<file path="src/rtl/sync_fifo_pkg.sv">
// sync_fifo_pkg: shared defaults and pointer helpers for sync_fifo.
// Provides DEF_DATA_WIDTH, DEF_FIFO_DEPTH and ptr_occ().
package sync_fifo_pkg;

    localparam int DEF_DATA_WIDTH = 8;
    localparam int DEF_FIFO_DEPTH = 32;

    // Occupancy of a FIFO from its write and read pointers.
    // Pointers are passed zero-extended to 32 bits; the difference
    // is reduced modulo 2^pw so pointer rollover is handled.
    function automatic logic [31:0] ptr_occ(
        input logic [31:0] wptr,
        input logic [31:0] rptr,
        input int unsigned pw
    );
        logic [31:0] diff;
        logic [31:0] mask;
        diff = wptr - rptr;
        mask = (32'd1 << pw) - 32'd1;
        return diff & mask;
    endfunction

endpackage

</file>
<file path="src/rtl/sync_fifo_mem.sv">
// sync_fifo_mem: FIFO_DEPTH x DATA_WIDTH register array, one write port,
// registered read port. Ports: clk, rst_n (sync, active high), i_we,
// i_waddr, i_wdata, i_re, i_raddr, o_rdata. Only o_rdata is reset.
module sync_fifo_mem #(
    parameter int DATA_WIDTH = 8,
    parameter int FIFO_DEPTH = 32,
    parameter int ADDR_WIDTH = $clog2(FIFO_DEPTH)
) (
    input  logic                  clk,
    input  logic                  rst_n,
    input  logic                  i_we,
    input  logic [ADDR_WIDTH-1:0] i_waddr,
    input  logic [DATA_WIDTH-1:0] i_wdata,
    input  logic                  i_re,
    input  logic [ADDR_WIDTH-1:0] i_raddr,
    output logic [DATA_WIDTH-1:0] o_rdata
);

    logic [DATA_WIDTH-1:0] r_mem [FIFO_DEPTH];
    logic [DATA_WIDTH-1:0] r_rdata;

    // Storage is deliberately left unreset.
    always_ff @(posedge clk) begin
        if (i_we) begin
            r_mem[i_waddr] <= i_wdata;
        end
    end

    // A same-edge write to the read address returns the old entry.
    always_ff @(posedge clk) begin
        if (rst_n) begin
            r_rdata <= '0;
        end else if (i_re) begin
            r_rdata <= r_mem[i_raddr];
        end
    end

    assign o_rdata = r_rdata;

endmodule

</file>
<file path="src/rtl/sync_fifo.sv">
// sync_fifo: single-clock FIFO with registered read data, full/empty and
// occupancy count. Ports: clk, rst_n (sync, active high), wen, wdata, full,
// ren, rdata, empty, count. Define SYNC_FIFO_ASSERT_EN for sim checks.
module sync_fifo
    import sync_fifo_pkg::*;
#(
    parameter int DATA_WIDTH = DEF_DATA_WIDTH,
    parameter int FIFO_DEPTH = DEF_FIFO_DEPTH,
    parameter int ADDR_WIDTH = $clog2(FIFO_DEPTH)
) (
    input  logic                  clk,
    input  logic                  rst_n,
    input  logic                  wen,
    input  logic [DATA_WIDTH-1:0] wdata,
    output logic                  full,
    input  logic                  ren,
    output logic [DATA_WIDTH-1:0] rdata,
    output logic                  empty,
    output logic [ADDR_WIDTH-1:0] count
);

    localparam int unsigned PTR_W = ADDR_WIDTH + 1;

    logic [ADDR_WIDTH:0] r_wptr;
    logic [ADDR_WIDTH:0] r_rptr;
    logic                w_wr_acc;
    logic                w_rd_acc;
    logic [31:0]         w_occ32;
    logic [ADDR_WIDTH:0] w_occ;

    assign empty = (r_wptr == r_rptr);
    assign full  = (r_wptr[ADDR_WIDTH] != r_rptr[ADDR_WIDTH]) &&
                   (r_wptr[ADDR_WIDTH-1:0] == r_rptr[ADDR_WIDTH-1:0]);

    // When full, a read frees the slot the write lands in.
    assign w_wr_acc = wen && (!full || ren);
    assign w_rd_acc = ren && !empty;

    assign w_occ32 = ptr_occ(32'(r_wptr), 32'(r_rptr), PTR_W);
    assign w_occ   = w_occ32[ADDR_WIDTH:0];
    assign count   = w_occ[ADDR_WIDTH-1:0];

    always_ff @(posedge clk) begin
        if (rst_n) begin
            r_wptr <= '0;
            r_rptr <= '0;
        end else begin
            if (w_wr_acc) begin
                r_wptr <= r_wptr + 1'b1;
            end
            if (w_rd_acc) begin
                r_rptr <= r_rptr + 1'b1;
            end
        end
    end

    sync_fifo_mem #(
        .DATA_WIDTH(DATA_WIDTH),
        .FIFO_DEPTH(FIFO_DEPTH),
        .ADDR_WIDTH(ADDR_WIDTH)
    ) u_mem (
        .clk    (clk),
        .rst_n  (rst_n),
        .i_we   (w_wr_acc),
        .i_waddr(r_wptr[ADDR_WIDTH-1:0]),
        .i_wdata(wdata),
        .i_re   (w_rd_acc),
        .i_raddr(r_rptr[ADDR_WIDTH-1:0]),
        .o_rdata(rdata)
    );

`ifdef SYNC_FIFO_ASSERT_EN
    always @(posedge clk) begin
        if (!rst_n) begin
            if (wen && full && !ren) begin
                $error("sync_fifo: overflow (wen && full && !ren)");
            end
            if (ren && empty) begin
                $error("sync_fifo: underflow (ren && empty)");
            end
            if (w_occ > (ADDR_WIDTH+1)'(FIFO_DEPTH)) begin
                $error("sync_fifo: occupancy exceeds FIFO_DEPTH");
            end
        end
    end
`endif

endmodule

</file>
<file path="config.mk">
export PLATFORM = sky130hd
export DESIGN_NAME = sync_fifo
export DESIGN_NICKNAME = d
export VERILOG_FILES = /design/src/rtl/sync_fifo_pkg.sv /design/src/rtl/sync_fifo_mem.sv /design/src/rtl/sync_fifo.sv
export SDC_FILE = /design/constraint.sdc
export NUM_CORES = 1
export LEC_CHECK = 0
export ABC_AREA = 1
export CAP_MARGIN = 20
export CORE_ASPECT_RATIO = 0.8
export CORE_MARGIN = 1
export CORE_UTILIZATION = 35
export DETAILED_ROUTE_END_ITERATION = 16
export PLACE_DENSITY = 0.61
export SLEW_MARGIN = 10
export SYNTH_ARGS = -nofsm -noshare
export SYNTH_HDL_FRONTEND = slang
export SYNTH_SLANG_ARGS = --single-unit
</file>
<file path="constraint.sdc">
create_clock -name clk -period 2.8 [get_ports clk]
set_input_delay 0.42 -clock clk [delete_from_list [all_inputs] [get_ports clk]]
set_output_delay 0.42 -clock clk [all_outputs]
set_load 0.005 [all_outputs]
</file>
# ---- Yosys cells after proc, flatten, opt, wreduce, memory -nomap -nowiden
# Memory sizes are Yosys's and may differ from the RTL's. A register that Yosys moved wholly into a read port is not among the register bits.
# Index checks and enable logic that the tools add are counted.
dict set report word_totals {
  regBits 12
  ram_bits 256
  word_cells 17
  n_memories 1
}
dict set report op_classes {
  addsub 3
  eq_ne 3
  muxes 2
  n_reduce_logical 6
}
# name depth width rd rd_ports_with_merged_regs write_ports line_no
set mem_list {}
lappend mem_list {u_mem.r_mem 32 8 1 1 1 sync_fifo_mem.sv:19} ;# logic [DATA_WIDTH-1:0] r_mem [FIFO_DEPTH];
# cell count
set op_table {}
lappend op_table {{$add A6 B1 Y6 const B} 2}
lappend op_table {{$eq A6 B6 Y1} 1}
lappend op_table {{$eq A5 B5 Y1} 1}
lappend op_table {{$sub A5 B5 Y5} 1}
lappend op_table {{$logic_and A1 B1 Y1} 3}
lappend op_table {{$logic_not A1 Y1} 2}
lappend op_table {{$mux W1} 2}
lappend op_table {{$logic_or A1 B1 Y1} 1}
lappend op_table {{$ne A1 B1 Y1} 1}

# ---- Logic depth before layout (Yosys ltp)
# Gate-level depths: netlist (run 1).
dict set report depth {
  ltp_word 7
  depth_mapped 13
  mapped_depth_nobuf 10
}

# ---- By module
# A second synthesis (run 1) with hierarchy kept.
dict set report hier_totals {
  hier_cells 1052
  area_unflattened_um2 11643.7
}
# mod n_inst cells_per_inst area_each_um2 seq_area_each_um2
set by_module_without_submodules {}
lappend by_module_without_submodules {sync_fifo_mem 1 924 10790.3 7847.5}
lappend by_module_without_submodules {sync_fifo 1 128 853.3 240.2}

# ---- Worst setup path before layout (run 1)
# OpenSTA, ideal clock, no wires.
dict set report synth_path {
  path_kind {register to register}
  from {reg r_rptr[3]}
  to {mem u_mem.r_mem[19][0], enable pin}
  setup_ns 0.383
  arrival_time_ns 2.107
  slack_ns 0.310
  path_stages_with_launch 10
  n_path_buf 2
  period_less_slack_ns 2.490
  path_cell_list {dfxtp_1 -> clkinv_1 -> clkbuf_1 -> ha_1 -> nand2_1 -> nor2_1 -> nand4_1 -> nand2_1 -> buf_6 -> nor3_1}
}
dict set report synth_via {
  elab_chain_cells 7
}
# element line_no
set synth_rtl {}
lappend synth_rtl {{start, declared} sync_fifo.sv:25} ;# logic [ADDR_WIDTH:0] r_rptr;
lappend synth_rtl {{start signal, assigned} sync_fifo.sv:52} ;# r_rptr <= r_rptr + 1'b1;
lappend synth_rtl {{$eq A5 B5 Y1} sync_fifo.sv:33} ;# (r_wptr[ADDR_WIDTH-1:0] == r_rptr[ADDR_WIDTH-1:0]);
lappend synth_rtl {{$logic_and A1 B1 Y1} sync_fifo.sv:32} ;# assign full = (r_wptr[ADDR_WIDTH] != r_rptr[ADDR_WIDTH]) &&
lappend synth_rtl {{$logic_not A1 Y1} sync_fifo.sv:36} ;# assign w_wr_acc = wen && (!full || ren);
lappend synth_rtl {{$logic_or A1 B1 Y1} sync_fifo.sv:36}
lappend synth_rtl {{$logic_and A1 B1 Y1} sync_fifo.sv:36}
lappend synth_rtl {{$mux W1} sync_fifo_mem.sv:24} ;# if (i_we) begin
lappend synth_rtl {{$mux W1 (not written as such)} sync_fifo_mem.sv:25} ;# r_mem[i_waddr] <= i_wdata;
lappend synth_rtl {{end, declared} sync_fifo_mem.sv:19}
# Every way passes these cells.

# ---- Worst setup path after layout (run 1)
dict set report layout_path {
  from {reg r_rptr[3]}
  to {out empty}
}
dict set report layout_via {
  elab_chain_cells 1
}
# element line_no
set layout_rtl {}
lappend layout_rtl {{$eq A6 B6 Y1} sync_fifo.sv:31} ;# assign empty = (r_wptr == r_rptr);
lappend layout_rtl {{end, declared} sync_fifo.sv:18} ;# output logic empty,
# Every way passes these cells.

==> impl_results.md, run 1 <==
* Yosys top cell area share at 0.646
* Warnings, synthesis at 0
* Global-route wire length before repair at 45.1 mm
* Setup TNS at 0 ns
* Max clock buf depth at 3
* FF+latch count, synth at 276
* Worst Path Required at 2.38 ns
* Final hold vios at 0
* Hold Crit Class: flop to flop
* Layout Skew at 0.0276 ns
* Fraction of the yosys area taken by sequential cells at 0.680
* CP max FO at 3
* RePlAce Congestion at 0.819
* Row cnt at 59
* Initial antenna violation count at 0
* Largest net degree at the start of global routing at 139
* Number of DRC markers in iteration 0 at 889
* Mean Syn Cell Area at 10.3 um^2
* DP Area at 0.0126 mm^2
* Num CTS Buffers at 27
* Area grow syn2layout at 12.8%
* Top post-synthesis cells by area: edfxtp_1, nand2_1, nand3_1
* Final nets at 1201
* Status: finished clean
* Post-CTS Hold Buffers at 0
* Leading area contributor after synthesis: edfxtp_1
* Die area at 0.0347 mm^2
* Period utilization at 0.960
* Post-Synthesis Cell Area at 0.0119 mm^2
* Fmax achieved at 372 MHz
* Pre-Repair DR Iteration Count at 5
* Crit start category: flop
* Root Buffer: clkbuf_16
* Share of post-route cells with drive strength above 1 at 0.0662
* Avg WL per Cell at 18.0 um
* Synthesized instance count at 1152
* Die Span Y at 167 um
* Static Leak at 5.23 nW
* Total power at 9.09 mW
* Max-Cap Viols at 0
* Peak VDD IR at 500 uV
* Rel. slew slack at 0.477
* CTS tree: done
* Worst Tran Pin Value at 0.782 ns
* Vias per inst at 4.87
* Die width at 208 um
* Clk slew on worst S/H paths at 0.07 ns
* Syn nets at 1174
* Io pins at 27
* Worst-Skew Late Latency at 0.55 ns
* Number of diodes at 0
* Core area at 0.0330 mm^2
* Vias in the first global route at 7485
* Post-route ant nets at 0
* # DRC at 0
* Setup bufs post-CTS at 0
* # port buffers at 26
* Tot GR Track Use at 0.171
* Synth cell types at 26
* # setup viols final at 0
* Final Max Slew Viols at 0
* Fill cell count at 3142
* Design area at 0.0134 mm^2
* # H-tree levels at 1
* Most frequent cells in the layout: nand2_1, edfxtp_1, nand3_1
* Via Count at 7893
* Most common cell after layout, fill and taps aside: nand2_1
* Pwr Density at 677 mW/mm^2
* Crit path DAT at 2.27 ns
* DPL Wire Length at 17.5 mm
* Minimum clock period at 2.69 ns
* Worst setup EP type: output pin
* WHS at 0.512 ns
* Critical path class: flop to output pin
* RSZ-0062 raised after global routing: no
* Num Clock Sinks at 276
* Grt total ovfl at 0
* Initial Util at 0.360
* Total wire length at 29.2 mm
[registers in the layout, summed over array words and instances, names as in the netlist]
name	count
r_wptr	6
u_mem.r_mem	256
r_rptr	6
u_mem.o_rdata	8
[stage by stage]
step,cells,utilization,setup slack [ns]
floorplan,1152,-,0.310
global placement,1577,0.383,0.139
detailed placement,1577,0.383,0.112
CTS,1621,0.406,-0.0617
global route,1621,0.407,0.00741
finish,1621,0.407,0.112
[report_power, final]
group	total [mW]	switching (mW)	internal (mW)	leakage, nW
clock network	3.20	1.47	1.74	0.376
logic	1.30	0.898	0.398	2.38
registers	4.59	0.0353	4.55	2.47
total	9.09	2.40	6.69	5.23
[synth_stat cells, drive strengths merged]
library cell,instances
nand2,371
edfxtp,256
nand3,164
inv,125
nor2,85
buf,42
a21oi,36
dfxtp,20
o21ai,15
clkbuf,11
ha,9
clkinv,4
nor3,4
xnor2,3
xor2,3
nand4,2
fa,1
nor3b,1
[area by class of cell]
type                       instances  area [um^2]  share of cell area
clock buffer                      29          683              0.0509
clock inverter                    15         68.8             0.00513
inverter                         129          485              0.0362
multi-input combinational        694         3080               0.229
sequential                       276         8090               0.603
tap                              427          534              0.0398
timing repair buffer              51          477              0.0355
[routing by layer]
layer  track usage  part of all wire
met5             0                 0
met4        0.0374             0.020
met1         0.264              0.48
met2         0.250              0.42
met3        0.0256             0.074
[final timing paths]
path / slack [ns] / to / cells after the start / startpoint
worst max-delay path: 0.11 / empty / 7 / r_rptr[3]$_SDFFE_PP0P_
worst min register to register: 0.51 / u_mem.o_rdata[3]$_SDFFE_PP0P_ / 2 / u_mem.o_rdata[3]$_SDFFE_PP0P_
worst min-delay path: 0.51 / u_mem.o_rdata[3]$_SDFFE_PP0P_ / 2 / u_mem.o_rdata[3]$_SDFFE_PP0P_
worst max register to register: 0.19 / u_mem.r_mem[23][4]$_DFFE_PP_ / 8 / r_wptr[3]$_SDFFE_PP0P_
[worst max-delay path, cell delays in order, from the launching register on]
cell and delay [ns]:
dfxtp_2 0.35, clkinv_1 0.09, ha_1 0.30, nand2_1 0.08
nor2_2 0.16, nand3_1 0.14, inv_1 0.09, clkdlybuf4s50_1 0.50
[cell families after synthesis]
| logic type | Yosys count | share of synthesized area |
|---|---|---|
| and+or+nand+nor | 627 | 0.219 |
| DFF | 276 | 0.680 |
| buffers and inverters | 182 | 0.0635 |
| AOI/OAI and AO/OA | 51 | 0.0215 |
| adders and majority gates | 10 | 0.0112 |
| xor gates and xnor gates | 6 | 0.00505 |
[what timing repair did]
action	CTS	global route
pin swaps	0	2
resized for setup	3	8
endpoints found under the hold margin	0	0
setup endpoints to repair	3	37
No activity file was read; power rests on OpenSTA's default activity.
==> run 2: changes to the inputs <==
--- a/config.mk
+++ b/config.mk
@@ -8,7 +8,6 @@
 export ABC_AREA = 1
 export CAP_MARGIN = 20
 export CORE_ASPECT_RATIO = 0.8
-export CORE_MARGIN = 1
 export CORE_UTILIZATION = 35
 export DETAILED_ROUTE_END_ITERATION = 16
 export PLACE_DENSITY = 0.61
==> results of run 2 <==
Same layout as run 1: the final DEF is identical, and so are final timing and power.
